File: src/rtl/sd_pkg.sv
// Shared definitions for the SD command path: response codes, frame sizes,
// transmitter state encoding and the serial CRC7 step.
package sd_pkg;

    localparam logic [1:0] RESP_NONE = 2'd0;
    localparam logic [1:0] RESP_48   = 2'd1;
    localparam logic [1:0] RESP_136  = 2'd2;

    localparam logic [6:0] CRC7_POLY      = 7'h09;
    localparam int         CMD_FRAME_BITS = 48;
    localparam int         CMD_HDR_BITS   = 40;

    typedef enum logic [2:0] {
        ST_IDLE,
        ST_SEND_HDR,
        ST_SEND_CRC,
        ST_SEND_END,
        ST_GAP,
        ST_DONE
    } cmd_state_e;

    function automatic logic [6:0] crc7_step(input logic [6:0] crc, input logic bit_in);
        logic fb;
        fb = bit_in ^ crc[6];
        return {crc[5:0], 1'b0} ^ (fb ? CRC7_POLY : 7'h00);
    endfunction

endpackage

File: src/rtl/sd_crc7_serial.sv
// Bit-serial CRC7 (x^7 + x^3 + 1), one bit per enabled clock; shared by the
// command transmit and response receive paths.
module sd_crc7_serial
    import sd_pkg::*;
(
    input  logic       clk,
    input  logic       reset,
    input  logic       clear,
    input  logic       en,
    input  logic       bit_in,
    output logic [6:0] crc
);

    logic [6:0] crc_q;
    logic [6:0] crc_d;

    always_comb begin
        crc_d = crc_q;
        if (clear) begin
            crc_d = 7'h00;
        end else if (en) begin
            crc_d = crc7_step(crc_q, bit_in);
        end
    end

    always_ff @(posedge clk or posedge reset) begin
        if (reset) begin
            crc_q <= 7'h00;
        end else begin
            crc_q <= crc_d;
        end
    end

    assign crc = crc_q;

endmodule

File: config.mk
export PLATFORM = sky130hd
export DESIGN_NAME = sd_crc7_serial
export DESIGN_NICKNAME = d
export VERILOG_FILES = /design/src/rtl/sd_pkg.sv /design/src/rtl/sd_crc7_serial.sv
export SDC_FILE = /design/constraint.sdc
export NUM_CORES = 1
export LEC_CHECK = 0
export ABC_AREA = 1
export BUFFER_PORTS_ARGS = -buffer_cell sky130_fd_sc_hd__buf_2
export CAP_MARGIN = 25
export CORE_AREA = 2 2 39 41
export CTS_BUF_LIST = sky130_fd_sc_hd__clkbuf_8
export CTS_CLUSTER_SIZE = 24
export DETAILED_ROUTE_END_ITERATION = 16
export DIE_AREA = 0 0 41 43
export GPL_TIMING_DRIVEN = 0
export PLACE_DENSITY = 0.42
export REMOVE_ABC_BUFFERS = 1
export SLEW_MARGIN = 20
export SYNTH_ARGS = -nofsm -noshare
export SYNTH_HDL_FRONTEND = slang
export SYNTH_SLANG_ARGS = --single-unit
File: constraint.sdc
create_clock -name clk -period 1.1 [get_ports clk]
set_clock_uncertainty 0.05 [all_clocks]
set_input_delay 0.33 -clock clk [delete_from_list [all_inputs] [get_ports clk]]
set_output_delay 0.33 -clock clk [all_outputs]
set_load 0.01 [all_outputs]
==> results_dict.tcl, run 1 <==
set metrics [dict create \
    power.leakage_uw 0.000281 \
    yosys.area.top_type_share 0.545 \
    core_area_mm2 0.00138 \
    cpLargestDelayFamily "flip-flops" \
    regArea_um2 175 \
    syn_area_um2 322 \
    pin_count 12 \
    fin_util 0.364 \
    initial_utilization 0.232 \
    clockRootBuffer "clkbuf_8" \
    worstSetupStartpointType "flop" \
    synth_most_common_cell "nand2_1" \
    largest_reg_flops 7 \
    grt_use_total 0.105 \
    synth_ff_type "dfrtp_1" \
    finalHoldViolCount 0 \
    viasPerCell 4.14 \
    dp_cells 66 \
    cts.sinks 7 \
    crit_chain "buf_2" \
    drc 0 \
    synth_edf_count 0 \
    outcome "complete, but fails checks" \
    fin_ws_ns -0.0285 \
    worst_pin_slew_ns 0.274 \
    area_growth_pct 56.8 \
    holdWs_ns 0.290 \
    relSlewSlack 0.817 \
    yosysWarnings 0 \
    die_w_um 41 \
    required_ns 0.72 \
    power_density_mw_per_mm2 1410 \
    antenna_left 0 \
    fin_crit_ns 1.13 \
    synth_area_leader_cell "dfrtp_1" \
    drive_above_1_share 0.419 \
    fin_crit_sh 1.03 \
    total_power_uw 710 \
    drv_slew 0 \
    yosys-top-cells-count "nand2_1 (9), dfrtp_1 (7), inv_1 (7)" \
    end_kind "output port" \
    finalSetupViolations 7 \
    grt_max_degree 8 \
    nets 68 \
    grt_pass1_wl_um 1170 \
    max_freq_ghz 0.886 \
    postRouteWirelength_um 738 \
    synth_cell_types 9 \
    max_cap_viol_count 0 \
    fillers 151 \
    clockBufferDepth 2 \
    synth-async-reset-ratio 1.00 \
    grt_pass1_vias 315 \
    cp_slowest_cell "dfrtp_1" \
    path_class "reg -> out" \
    die_h_um 43 \
    critical_path.max_fanout 2 \
    antenna_found_initial 0 \
    place_hpwl_um 506 \
    cp.arrival_ns 0.75 \
    ys_seq_area_frac 0.545 \
    synthCells 39 \
    cts_buffers 3 \
    slowest_delay_ns 0.38 \
    path_buf_inv 1 \
    grt_overflow 0 \
    std_cell_rows 14 \
    synth_area_leaders "dfrtp_1 (54%), nand2_1 (11%), inv_1 (8.2%)" \
    drtIter0Drc 1 \
    diodes 0 \
    cts_htree_levels 1 \
    clkLatencyLatePin_ns 0.23 \
    multi_input_area_um2 109 \
    rsz0062_at_grt "yes" \
    numPortBuffers 11 \
    gp_congestion 0.690 \
    dieArea_mm2 0.00176 \
    failed_checks "negative setup slack" \
    cts_tree "built" \
    clkSlewWorstSetupHoldPaths_ns 0.04 \
    vias 323 \
    routedWlPerCell_um 9.46 \
    peakVddDrop_mv 0.704 \
    finalNonFillerCells 78 \
    hp-class "in -> reg" \
    syn_avg_cell_area_um2 8.25 \
    drt-pass1-iter-count 4 \
    synth_seq_cells 7 \
    cts_resized 0 \
]
## cells by family after synthesis
kind of cell,Yosys count,synth area share
flip-flops,7,0.545
AND/OR/NAND/NOR,16,0.237
AO/OA/AOI/OAI,6,0.101
buffers and inverters,10,0.117
## area by class of cell
| type | count | share of cell area |
|---|---|---|
| inverter | 10 | 0.0744 |
| tap | 16 | 0.0397 |
| clock buffer | 3 | 0.0819 |
| clock inverter | 1 | 0.00744 |
| sequential | 7 | 0.347 |
| timing repair buffer | 19 | 0.233 |
| multi-input combinational | 22 | 0.216 |
## cells in the final DEF, fill, tap and decap left out, drive strengths merged
cell	count
o22ai	2
nor2	2
dfrtp	7
o21ai	4
nand2	9
inv	11
nand3	5
clkbuf	3
buf	18
dlygate4sd3	1
## routing by layer
layer | GRT usage | vias up | wire length [um]
li1 | - | 165 | -
met1 | 0.115 | 148 | 342
met2 | 0.141 | 6 | 337
met3 | 0.0157 | 4 | 18
met4 | 0.140 | 0 | 39
met5 | 0 | - | 0
## report_power, final
part / switching [uW] / internal [uW] / total, uW
logic: 41.3 / 34.7 / 76.0
clock network: 121 / 242 / 363
registers: 4.14 / 267 / 271
## path summary, 6_finish.rpt
kind                               startpoint                  to  slack (ns)  depth (start not counted)
hold reg to reg            crc[5]$_DFFE_PP0P_  crc[6]$_DFFE_PP0P_        0.49                          2
max in group asynchronous               reset  crc[4]$_DFFE_PP0P_        0.26                          3
hold / removal                             en  crc[0]$_DFFE_PP0P_        0.29                          2
setup / recovery           crc[3]$_DFFE_PP0P_              crc[3]       -0.03                          1
setup reg to reg           crc[2]$_DFFE_PP0P_  crc[3]$_DFFE_PP0P_        0.06                          6
min in group asynchronous               reset  crc[3]$_DFFE_PP0P_        0.52                          3
## stage by stage
stage                     area [um^2]  setup slack [ns]  setup TNS, ns
after floorplan                   322             0.208              0
after global placement            397            0.0992              0
after detailed placement          397             0.107              0
after CTS                         489           -0.0211         -0.101
after global routing              504           -0.0439         -0.245
final                             504           -0.0285         -0.101
## repair_timing
| action | 4_1_cts | 5_1_grt |
|---|---|---|
| hold buffers | 1 | 0 |
| buffers inserted | 5 | 2 |
| setup endpoints to repair | 7 | 7 |
| hold endpoints to repair | 7 | 0 |
Note: power is estimated with default switching activity, not from simulation.
==> inputs of run 2 (changes only) <==
==> constraint.sdc (replaced) <==
create_clock -name clk -period 1.1 [get_ports clk]
set_clock_uncertainty 0.05 [all_clocks]
set_input_delay 0.11 -clock clk [delete_from_list [all_inputs] [get_ports clk]]
set_output_delay 0.11 -clock clk [all_outputs]
set_load 0.01 [all_outputs]
==> results_dict.tcl, run 2 (synthesis results as in run 1) <==
set metrics [dict create \
    fin_crit_sh 0.843 \
    drtIter0Drc 9 \
    worst_pin_slew_ns 0.274 \
    drt-pass1-iter-count 4 \
    worstSetupStartpointType "flop" \
    power_density_mw_per_mm2 1540 \
    pwr-share-clk 0.521 \
    post_cts.repair.setup_buffers 0 \
    clkSlewWorstSetupHoldPaths_ns 0.04 \
    finalNonFillerCells 71 \
    cpLargestDelayFamily "flip-flops" \
    viasPerCell 4.23 \
    required_ns 0.94 \
    cts_resized 0 \
    die_w_um 41 \
    hp-class "in -> reg" \
    swShare 0.235 \
    cts_buffers 3 \
    outcome "finished clean" \
    final_common_cell "buf_2" \
    gp_congestion 0.690 \
    holdWs_ns 0.0701 \
    grt_max_degree 8 \
    slowest_delay_ns 0.39 \
    clockBufferDepth 2 \
    p_int_uw 533 \
    post-place-ws_ns 0.214 \
    cts_hold_buf 1 \
    grt_overflow 0 \
    cts.sinks 7 \
    dp_cells 66 \
    diodes 0 \
    fin_ws_ns 0.173 \
    max_freq_ghz 1.08 \
    crit_chain "buf_2" \
    initial_utilization 0.232 \
    clockRootBuffer "clkbuf_8" \
    routedWlPerCell_um 9.68 \
    finalHoldViolCount 0 \
    area_growth_pct 40.5 \
    std_cell_rows 14 \
    place_hpwl_um 506 \
    rsz0062_at_grt "no" \
    dieArea_mm2 0.00176 \
    path_buf_inv 1 \
    cts_htree_levels 1 \
    die_h_um 43 \
    cts_tree "built" \
    combPwrFrac 0.088 \
    mostFrequentLayoutCells "buf_2 (11), nand2_1 (9), inv_1 (8)" \
    fin_setup_tns_ns 0 \
    drv_slew 0 \
    clkLatencyLatePin_ns 0.23 \
    grt_pass1_wl_um 1080 \
    end_kind "output port" \
    path_class "reg -> out" \
    postRouteWirelength_um 687 \
    relSlewSlack 0.817 \
    seq_power_share 0.391 \
    critical_path.max_fanout 4 \
    switchingPower_uw 163 \
    core_area_mm2 0.00138 \
    fin_crit_ns 0.927 \
    drive_above_1_share 0.345 \
    numPortBuffers 11 \
    total_power_uw 696 \
    finalSetupViolations 0 \
    pin_count 12 \
    vias 300 \
    peakVddDrop_mv 0.703 \
    nets 61 \
    largest_reg_flops 7 \
    drc 0 \
    cp_slowest_cell "dfrtp_1" \
    antenna_found_initial 0 \
    grt_pass1_vias 285 \
    max_cap_viol_count 0 \
    cp.arrival_ns 0.77 \
    power.leakage_uw 0.000244 \
    antenna_left 0 \
    grt_use_total 0.0991 \
]
run 2: changes by cell type in the layout (fill, tap and decap cells not counted), sizes merged:
cell | previous run | this run
buf | 18 | 11
run 2: path summary, 6_finish.rpt:
path | startpoint | to | slack, ns | depth (start not counted)
min | en | crc[0]$_DFFE_PP0P_ | 0.07 | 2
max reg2reg | crc[6]$_DFFE_PP0P_ | crc[3]$_DFFE_PP0P_ | 0.22 | 5
max | crc[6]$_DFFE_PP0P_ | crc[6] | 0.17 | 1
max in group asynchronous | reset | crc[4]$_DFFE_PP0P_ | 0.48 | 3
min reg2reg | crc[3]$_DFFE_PP0P_ | crc[3]$_DFFE_PP0P_ | 0.47 | 2
min in group asynchronous | reset | crc[1]$_DFFE_PP0P_ | 0.30 | 3
run 2: area by class of cell:
type,instances,area (um^2)
fill,156,932
sequential,7,175
multi-input combinational,22,109
timing repair buffer,12,65.1
clock buffer,3,41.3
inverter,10,37.5
tap,16,20.0
clock inverter,1,3.75
run 2: power groups by stage:
stage | clock [uW] | combinational [uW] | sequential (uW)
global placement | 0 | 60.1 | 276
global route | 382 | 68.2 | 273
CTS | 362 | 62.7 | 272
finish | 362 | 61.6 | 272
detailed placement | 0 | 59.7 | 276
floorplan | 0 | 29.2 | 280
run 2: metrics by stage:
stage           util  area (um^2)
2_1_floorplan      -          322
3_3_place_gp   0.287          397
3_5_place_dp   0.287          397
4_1_cts        0.326          452
5_1_grt        0.326          452
6_report       0.326          452
run 2: per-layer routing:
metal | up-vias | share of wire | GRT usage
met4 | 0 | 0.057 | 0.140
met3 | 4 | 0.028 | 0.0157
met2 | 6 | 0.46 | 0.125
met5 | - | 0 | 0
li1 | 152 | - | -
met1 | 138 | 0.46 | 0.112
==> inputs of run 3 (changes only) <==
PLACE_DENSITY = 0.44   (was 0.42)
clock period = 0.8 ns   (was 1.1 ns; I/O delays follow)
==> results_dict.tcl, run 3 (synthesis results as in run 1) <==
set metrics [dict create \
    outcome "complete, but fails checks" \
    failed_checks "negative setup slack" \
    power_density_mw_per_mm2 1780 \
    drtIter0Drc 3 \
    dieArea_mm2 0.00176 \
    nets 66 \
    worstSetupStartpointType "flop" \
    crit_chain "nand2_1 -> nand3_2 -> nand3_2 -> nand2_1" \
    initial_utilization 0.232 \
    regArea_um2 175 \
    relSlewSlack 0.814 \
    drt-pass1-iter-count 4 \
    max_freq_ghz 1.10 \
    multi_input_area_um2 148 \
    core_area_mm2 0.00138 \
    grt_pass1_wl_um 1150 \
    slowest_delay_ns 0.40 \
    cts.sinks 7 \
    antenna_found_initial 0 \
    rsz0062_at_grt "yes" \
    grt_use_total 0.104 \
    largest_reg_flops 7 \
    max_cap_viol_count 0 \
    holdWs_ns 0.0633 \
    r2r-start "crc[6]$_DFFE_PP0P_" \
    mostFrequentLayoutCells "buf_2 (11), dfrtp_1 (7), inv_1 (6), nand2_1 (6), inv_2 (4)" \
    fin_ws_ns -0.113 \
    fin_crit_sh 1.14 \
    std_cell_rows 14 \
    numPortBuffers 11 \
    drive_above_1_share 0.583 \
    critical_path.max_fanout 4 \
    die_h_um 43 \
    viasPerCell 4.39 \
    clkSlewWorstSetupHoldPaths_ns 0.04 \
    hp-class "in -> reg" \
    required_ns 0.86 \
    diodes 0 \
    vias 334 \
    cts_tree "built" \
    cpLargestDelayFamily "flip-flops" \
    dp_cells 66 \
    cp_slowest_cell "dfrtp_1" \
    die_w_um 41 \
    grt_overflow 0 \
    finalHoldViolCount 0 \
    cts_htree_levels 1 \
    path_buf_inv 0 \
    finalNonFillerCells 76 \
    worst_pin_slew_ns 0.279 \
    clockBufferDepth 2 \
    area_growth_pct 67.3 \
    grt_pass1_vias 291 \
    power.leakage_uw 0.000279 \
    drv_slew 0 \
    antenna_left 0 \
    gp_congestion 0.721 \
    postRouteWirelength_um 789 \
    place_hpwl_um 522 \
    finalSetupViolations 10 \
    peakVddDrop_mv 1.19 \
    post-place-ws_ns -0.111 \
    end_kind "flop" \
    cts_buffers 3 \
    path_class "reg -> reg" \
    routedWlPerCell_um 10.4 \
    final_common_cell "buf_2" \
    hold_start "en" \
    drc 0 \
    clockRootBuffer "clkbuf_8" \
    fin_setup_tns_ns -0.668 \
    startpoint "crc[6]$_DFFE_PP0P_" \
    fillers 149 \
    clkLatencyLatePin_ns 0.22 \
    fin_crit_ns 0.913 \
    cp.arrival_ns 0.97 \
    pin_count 12 \
    grt_max_degree 8 \
]
run 3: layout make-up:
type	count	area share
clock buffer	3	0.0767
clock inverter	1	0.00698
inverter	10	0.0744
multi-input combinational	22	0.274
sequential	7	0.326
tap	16	0.0372
timing repair buffer	17	0.205
run 3: path summary, 6_finish.rpt:
check	endpoint	slack, ns	depth (start not counted)
worst max-delay path	crc[3]$_DFFE_PP0P_	-0.11	4
worst min-delay path	crc[0]$_DFFE_PP0P_	0.06	2
worst max register to register	crc[3]$_DFFE_PP0P_	-0.11	4
worst min register to register	crc[5]$_DFFE_PP0P_	0.48	2
max in group asynchronous	crc[0]$_DFFE_PP0P_	0.20	3
min in group asynchronous	crc[4]$_DFFE_PP0P_	0.28	3
run 3: power by group:
| group | total (uW) | switching (uW) | internal (uW) |
|---|---|---|---|
| Clock | 472 | 141 | 331 |
| Sequential | 373 | 5.85 | 367 |
| Combinational | 115 | 66.5 | 48.7 |
run 3: worst register-to-register path: stages, from the launching register on:
cell and delay (ns):
dfrtp_1 0.40, nand2_1 0.12, nand3_2 0.10, nand3_2 0.09, nand2_1 0.05
run 3: through the flow:
step | instance area (um^2) | utilization | power (uW)
after CTS | 477 | 0.344 | 958
final | 538 | 0.389 | 960
after detailed placement | 397 | 0.287 | 462
after global placement | 397 | 0.287 | 461
after global routing | 538 | 0.389 | 1020
after floorplan | 322 | - | 425
run 3: layer usage:
layer / vias up / routed length (um) / track usage
li1: 167 / - / -
met1: 155 / 353 / 0.139
met2: 10 / 371 / 0.125
met3: 2 / 57 / 0.0628
met4: 0 / 8 / 0.0600
met5: - / 0 / 0
run 3: timing repair:
action / 4_1_cts / 5_1_grt
setup endpoints to repair: 9 / 12
hold endpoints to repair: 7 / 0
pin swaps: 1 / 1
gates cloned: 0 / 0
hold buffers: 1 / 0
setup buffers: 3 / 2
resized for setup: 2 / 12
